**config.mk**
```make
export PLATFORM = sky130hd
export DESIGN_NAME = encoder_speed
export DESIGN_NICKNAME = d
export VERILOG_FILES = /design/src/rtl/encoder_speed.sv
export SDC_FILE = /design/constraint.sdc
export NUM_CORES = 1
export LEC_CHECK = 0
export ABC_AREA = 1
export BUFFER_PORTS_ARGS = -buffer_cell sky130_fd_sc_hd__buf_2
export CORE_ASPECT_RATIO = 1.4
export CORE_MARGIN = 2
export CORE_UTILIZATION = 53
export CTS_CLUSTER_DIAMETER = 30
export DETAILED_ROUTE_END_ITERATION = 8
export PLACE_DENSITY_LB_ADDON = 0.15
export RECOVER_POWER = 50
export SLEW_MARGIN = 20
export SYNTH_ARGS = -nofsm -noshare
export SYNTH_HDL_FRONTEND = slang
export SYNTH_SLANG_ARGS = --single-unit
```
**constraint.sdc**
```tcl
create_clock -name clk -period 2.1 [get_ports clk]
set_input_delay 0.63 -clock clk [delete_from_list [all_inputs] [get_ports clk]]
set_output_delay 0.63 -clock clk [all_outputs]
set_load 0.02 [all_outputs]
```
**src/rtl/encoder_speed.sv**
```systemverilog
// encoder_speed: x4 quadrature decoder for the two balance-robot wheels.
// Each channel accumulates signed steps over a fixed window of clk cycles and
// reports magnitude + sign (saturated to 2^CNT_W-1) and an illegal-transition
// flag at the end of every window.
//
// Output handshake: sample_valid is a one-cycle strobe with no ready input.
// It is high in the cycle right after the window-end edge; the count, sign
// and err outputs are already updated in that cycle and hold their values
// until the next strobe, so a consumer may capture them on the strobe or at
// any time before the following one.
module encoder_speed #(
    parameter int WINDOW_CYCLES = 60000,
    parameter int CNT_W         = 8
) (
    input  logic             clk,
    input  logic             reset,
    input  logic             enc1_a,
    input  logic             enc1_b,
    input  logic             enc2_a,
    input  logic             enc2_b,
    output logic [CNT_W-1:0] motor1_count,
    output logic             motor1_sign,
    output logic [CNT_W-1:0] motor2_count,
    output logic             motor2_sign,
    output logic             err1,
    output logic             err2,
    output logic             sample_valid
);

    localparam int TW = $clog2(WINDOW_CYCLES);
    localparam int AW = CNT_W + 2;
    localparam logic signed [AW-1:0] ACC_MAX    = AW'((2 ** CNT_W) - 1);
    localparam logic signed [AW-1:0] ACC_MIN    = -ACC_MAX;
    localparam logic [TW-1:0]        TIMER_LAST = TW'(WINDOW_CYCLES - 1);

    // Index 0 is motor 1, index 1 is motor 2; each pair is {A,B}.
    logic [1:0]           enc_raw  [2];
    logic [1:0]           sync1    [2];
    logic [1:0]           sync2    [2];
    logic [1:0]           prev     [2];
    logic signed [AW-1:0] acc      [2];
    logic                 win_err  [2];
    logic                 step_inc [2];
    logic                 step_dec [2];
    logic                 step_bad [2];
    logic [CNT_W-1:0]     count_q  [2];
    logic                 sign_q   [2];
    logic                 err_q    [2];

    logic                 primed;
    logic [TW-1:0]        timer;
    logic                 window_end;

    assign enc_raw[0] = {enc1_a, enc1_b};
    assign enc_raw[1] = {enc2_a, enc2_b};

    assign window_end = (timer == TIMER_LAST);

    // Decode one synchronized sample against the previous one.
    // Forward order is 00->01->11->10->00: for a single-bit change the move
    // is forward exactly when old A differs from new B.
    always_comb begin
        for (int c = 0; c < 2; c++) begin
            step_bad[c] = primed & (prev[c][1] ^ sync2[c][1]) & (prev[c][0] ^ sync2[c][0]);
            step_inc[c] = primed & ((prev[c][1] ^ sync2[c][1]) ^ (prev[c][0] ^ sync2[c][0]))
                                 & (prev[c][1] ^ sync2[c][0]);
            step_dec[c] = primed & ((prev[c][1] ^ sync2[c][1]) ^ (prev[c][0] ^ sync2[c][0]))
                                 & ~(prev[c][1] ^ sync2[c][0]);
        end
    end

    // Synchronizers, window timer, saturating accumulators and window results.
    always_ff @(posedge clk or negedge reset) begin
        if (!reset) begin
            primed       <= 1'b0;
            timer        <= '0;
            sample_valid <= 1'b0;
            for (int c = 0; c < 2; c++) begin
                sync1[c]   <= 2'b00;
                sync2[c]   <= 2'b00;
                prev[c]    <= 2'b00;
                acc[c]     <= '0;
                win_err[c] <= 1'b0;
                count_q[c] <= '0;
                sign_q[c]  <= 1'b0;
                err_q[c]   <= 1'b0;
            end
        end else begin
            primed       <= 1'b1;
            timer        <= window_end ? '0 : timer + TW'(1);
            sample_valid <= window_end;
            for (int c = 0; c < 2; c++) begin
                sync1[c] <= enc_raw[c];
                sync2[c] <= sync1[c];
                prev[c]  <= sync2[c];
                if (window_end) begin
                    // Report the closed window; this cycle's step opens the next one.
                    count_q[c] <= CNT_W'(acc[c][AW-1] ? -acc[c] : acc[c]);
                    sign_q[c]  <= acc[c][AW-1];
                    err_q[c]   <= win_err[c] | step_bad[c];
                    win_err[c] <= 1'b0;
                    if (step_inc[c])
                        acc[c] <= AW'(1);
                    else if (step_dec[c])
                        acc[c] <= '1;
                    else
                        acc[c] <= '0;
                end else begin
                    win_err[c] <= win_err[c] | step_bad[c];
                    if (step_inc[c] && acc[c] != ACC_MAX)
                        acc[c] <= acc[c] + AW'(1);
                    else if (step_dec[c] && acc[c] != ACC_MIN)
                        acc[c] <= acc[c] - AW'(1);
                end
            end
        end
    end

    assign motor1_count = count_q[0];
    assign motor1_sign  = sign_q[0];
    assign err1         = err_q[0];
    assign motor2_count = count_q[1];
    assign motor2_sign  = sign_q[1];
    assign err2         = err_q[1];

endmodule

```
======== Word level (Yosys, flattened, before mapping) ========
Cells that the tools add are included.
storage, ports and cells
  register bits after elaboration ......... 72
  output and inout bits ................... 21
  logic and storage cells ................. 74
cells by class
  add/subtract/negate cells ............... 7
  eq/ne operators ......................... 5
  multiplexer cells ....................... 15
  bitwise operators ....................... 22
  reduce and logical (&&, ||, !) cells .... 6
operators with widths
  kind                                                 number
  two-way mux 10 bit                                   10
  != test 10 x 9 -> 1 bit (second input constant)      4
  adder 10 x 2 -> 10 bit (second input constant)       2
  subtractor 10 x 2 -> 10 bit (second input constant)  2
  adder 16 x 1 -> 16 bit (second input constant)       1
  == test 16 bit (second input constant)               1
  two-way mux 16 bit                                   1
  two-way mux 8 bit                                    2
  negator 8 bit                                        2
  AND 1 bit                                            10
  bitwise XOR 1 bit                                    8
  nonzero test 3 bit                                   2
  logical AND 1 bit                                    4
  two-way mux 1 bit                                    2
  inverter 1 bit                                       2
  bitwise OR 1 bit                                     2

======== Longest topological paths before layout ========
  depth after elaboration ................. 8
  gate-level depth with buffers ........... 19
  mapped depth without buffers ............ 18

======== Least setup slack after synthesis ========
OpenSTA, ideal clock, no wires.
  kind .................................... register -> register
  start point ............................. register acc[0] (netlist name)
  end point ............................... register acc[9] (netlist name)
  library setup time ...................... 0.122 ns
  arrival ................................. 2.143 ns
  setup slack ............................. -0.165 ns
  cell stages (with the launch flop) ...... 17
  buffers on the path ..................... 0
  clock period less this slack ............ 2.265 ns
  path through ............................ dfrtp_1 -> ha_1 -> nand2_1 -> nor2_1 -> nand3_1 -> nand2_1 -> inv_1 -> nand2_1 -> ha_1 -> a21oi_1 -> nand2_1 -> nand2_1 -> nand2_1 -> nor2_1 -> nand3_1 -> nand3_1 -> a21oi_1
on the way
  longest elaborated chain between the ends .. 4
  elaborated cells on any way between the ends .. 10
  those cells by class .................... 2 x add/sub; 2 x eq/ne; 3 x mux; 3 x reduce/logical
RTL lines
  element                                                                        line      source
  start, declared                                                                41        logic signed [AW-1:0] acc [2];
  start signal, assigned by index                                                111       acc[c] <= acc[c] + AW'(1);
  start signal, assigned by index                                                113       acc[c] <= acc[c] - AW'(1);
  subtractor 10 x 2 -> 10 bit / != test 10 x 9 -> 1 bit (equally long branches)  113, 110
  two-way mux 10 bit / logical AND 1 bit (equally long branches)                 112, 110
  two-way mux 10 bit                                                             110       if (step_inc[c] && acc[c] != ACC_MAX)
  two-way mux 10 bit                                                             96        if (window_end) begin
Parallel ways exist; a longest one is shown, timed or not. The select of a mux whose other input is x is not followed.
A chain may end at the register's enable or synchronous reset.

======== Worst setup path in the final report ========
  start point ............................. register acc[0] (netlist name)
  end point ............................... register acc[8] (netlist name)
The elaborated chain is that of the path after synthesis.

==> summary.md <==
| Metric | Value |
|---|---|
| Status | `complete, but fails checks` |
| Violated checks | `setup timing` |
| Synthesis Warnings | `0` |
| M1 GR Usage | `0.302` |
| P_sw | `3210 uW` |
| Area growth from synthesis to layout | `40.1%` |
| # H-tree levels | `3` |
| Sequential power share | `0.215` |
| CTS root buf | `clkbuf_16` |
| Fmax achieved | `0.421 GHz` |
| Wire per inst | `15.9 microns` |
| Placer Congestion | `0.978` |
| R2r startpoint | `acc[0]` |
| Fin area | `0.00623 sq mm` |
| Die ar. | `0.00915 sq mm` |
| CTS buffer count | `9` |
| Worst Setup SP | `acc[0]` |
| Unrepaired setup endpoints after global routing | `yes` |
| Synthesized area | `0.00445 sq mm` |
| R2R cell count | `14` |
| Pins Over Slew Limit | `0` |
| Grt ovf | `0` |
| DRT iter0 DRCs | `205` |
| Routed vias/inst | `5.41` |
| Diodes inserted | `0` |
| Max-cap violation count | `0` |
| Clk sinks | `72` |
| FFs w/ async S/R, synth | `1.00` |
| Largest net degree at the start of global routing | `73` |
| Hold/Removal Path Class | `in -> async` |
| CP cell instances | `ha_2 > nand2_1 > nor2_1 > nand3_1 > nand2_2 > buf_4 > nor2_4 > fa_2 > nand3b_1 > nand2_2 > nand4_1 > nand3_1 > nand3_2 > a21oi_2` |
| Die height | `112 microns` |
| Placed cells | `767` |
| Worst Skew | `0.00809 ns` |
| Distinct cells, synth | `41` |
| Worst hold slack | `0.286 ns` |
| Row cnt | `39` |
| Busiest grt layer | `met2` |
| Setup ws final | `-0.277 ns` |
| Cell type with the largest total area after synthesis | `dfrtp_1` |
| Yosys top cell area share | `0.405` |
| DIE WIDTH | `81.4 microns` |
| Routed Antenna Nets | `0` |
| Reg2reg end | `acc[8]` |
| CTS tree | `built` |
| Leakage | `0.00308 uW` |
| Clock latency on the worst-skew pair | `0.34 ns` |
| Clock power share | `0.209` |
| Sequential-to-total area share from yosys stat | `0.405` |
| Worst-path clk slew | `0.06 ns` |
| Combinational power share | `0.575` |
| Antenna violations before repair | `0` |
| Most frequent cell after synthesis | `nand2_1` |
| Layout cell share with drive strength beyond 1 | `0.368` |
| Startpoint types | `flip-flop` |
| Vias | `4336` |
| Peak per-stage delay on the critical path | `0.37 ns` |
| Initial Utilization | `0.546` |
| CP Max Fanout | `3` |
| First-pass GRT wire length | `20100 microns` |
| Met2 Use GR | `0.507` |
| Critical Path Sink Type | `flip-flop` |
| Setup Total Neg Slack | `-2.35 ns` |
| Final setup fails | `15` |
| Syn Nets | `616` |
| First drt pass iteration count | `5` |
| Tmin final | `2.38 ns` |
| Slowest cell on the critical path | `dfrtp_1` |
| Global-route usage over all layers | `0.284` |
| Ys flop type | `dfrtp_1` |
| Fin. Hold Viols | `0` |
| Final HPWL DP | `8400 microns` |
| Worst vdd ir | `0.780 mV` |
| Remaining DRCs | `0` |
| EDFF count, synth | `0` |
| Avg Synthesized Cell Area | `7.61 sq um` |
| Int Power | `4800 uW` |
| Syn Inst Count | `585` |
| Met3 Usage GRT | `0.0450` |
| Final Instance Count excl. Fillers | `801` |
| Placed cell area | `0.00534 sq mm` |
| Setup CP Type | `reg -> reg` |
| Top Ports | `27` |
| Layout net count | `725` |
| Arrival @ worst endpoint | `2.65 ns` |
| Synth area leaders | `dfrtp_1 (40%), nand2_1 (13%), ha_1 (6.5%)` |
| R2R setup slack | `-0.28 ns` |
| Sw Share | `0.400` |
| Synthesis-stage register bit count | `72` |
| Pre-CTS setup slack | `-0.227 ns` |
| Max clock buf depth | `2` |
| Final WL | `12700 microns` |
| Leading cell types by count after synthesis | `nand2_1 (149), dfrtp_1 (72), inv_1 (69)` |
| PD cells | `1290 mW/mm^2` |
| Fillers | `551` |
| Crit path to | `acc[8]` |
| Vias in the first global route | `4395` |
| Core area | `0.00815 sq mm` |
| Final period utilization | `1.13` |
| Crit path required time | `2.37 ns` |
| PortBufs | `26` |
==> layer usage <==
| metal | vias up | share of wire |
|---|---|---|
| met5 | - | 0 |
| met4 | 0 | 0.057 |
| met3 | 54 | 0.033 |
| met2 | 108 | 0.54 |
| met1 | 2066 | 0.37 |
| li1 | 2108 | - |
==> area by class of cell <==
| cell class | count | area, sq um | area share |
|---|---|---|---|
| flip-flops and latches | 72 | 1800 | 0.289 |
| well taps | 102 | 128 | 0.0205 |
| repair buffers | 107 | 805 | 0.129 |
| inverters | 76 | 295 | 0.0474 |
| multi-input cells | 428 | 2880 | 0.462 |
| clock inverters | 6 | 93.8 | 0.0151 |
| clock buffers | 10 | 229 | 0.0367 |
==> registers in the layout, indices dropped and copies added (netlist names), 2 cells and up <==
register	cells
motor2_count	8
win_err	2
sync1	4
sync2	4
timer	16
prev	4
motor1_count	8
acc	20
==> cell usage in the layout (no fill, tap or decap), types with 9 or more instances in the layout <==
cell type,instances
nand2_2,25
buf_4,68
nor2_1,53
nand3_2,13
nand3_1,35
xor2_1,15
inv_1,56
inv_2,17
a21oi_2,24
dfrtp_1,70
o21ai_0,34
buf_6,11
nand2_1,119
clkbuf_16,9
a21oi_1,10
ha_4,16
nor3_1,10
buf_2,26
==> through the flow <==
| step | total power (uW) | util |
|---|---|---|
| 6_report | 8010 | 0.765 |
| 5_1_grt | 8490 | 0.765 |
| 4_1_cts | 7350 | 0.723 |
| 3_5_place_dp | 5280 | 0.656 |
| 3_3_place_gp | 5160 | 0.656 |
| 2_1_floorplan | 3980 | - |
==> cells by family (layout without fill, tap and decap cells) <==
group                      Yosys count  in the layout  synth area share
DFF                                 72             72             0.405
and+or+nand+nor                    291            292             0.286
adders and majority gates           25             25            0.0737
other                                1              1          0.000843
buffers and inverters               86            199            0.0782
xor gates and xnor gates            22             22            0.0433
AOI/OAI and AO/OA                   88             88             0.113
==> critical path, delay by kind of cell (launching register included) <==
kind | cells | cell delay [ns]
and+or+nand+nor | 10 | 1.13
adders and majority gates | 2 | 0.54
DFF | 1 | 0.37
AOI/OAI and AO/OA | 1 | 0.14
buffers and inverters | 1 | 0.12
==> timing repair <==
| action | in CTS | in global routing |
|---|---|---|
| cloned | 1 | 0 |
| endpoints found under the setup margin | 16 | 18 |
| resized for setup | 45 | 74 |
| hold buffers | 0 | 0 |
| pin swaps | 41 | 58 |
| buffers inserted | 6 | 11 |
==> worst min-delay path by stage <==
stage                         from        to  slack [ns]
final                        reset    acc[6]        0.29
after global routing      sync1[3]  sync2[3]        0.34
after CTS                    reset      err2        0.33
after detailed placement  sync1[3]  sync2[3]        0.34
after global placement    sync1[1]  sync2[1]        0.33
after floorplan              reset    acc[0]        0.33
==> power groups by stage <==
stage | sequential [uW] | clock [uW] | combinational [uW]
2_1_floorplan | 1870 | 0 | 2120
3_3_place_gp | 1720 | 0 | 3440
3_5_place_dp | 1740 | 0 | 3540
4_1_cts | 1720 | 1690 | 3940
5_1_grt | 1750 | 1750 | 4990
6_report | 1730 | 1680 | 4610
Power figures use the tool's default switching activity.
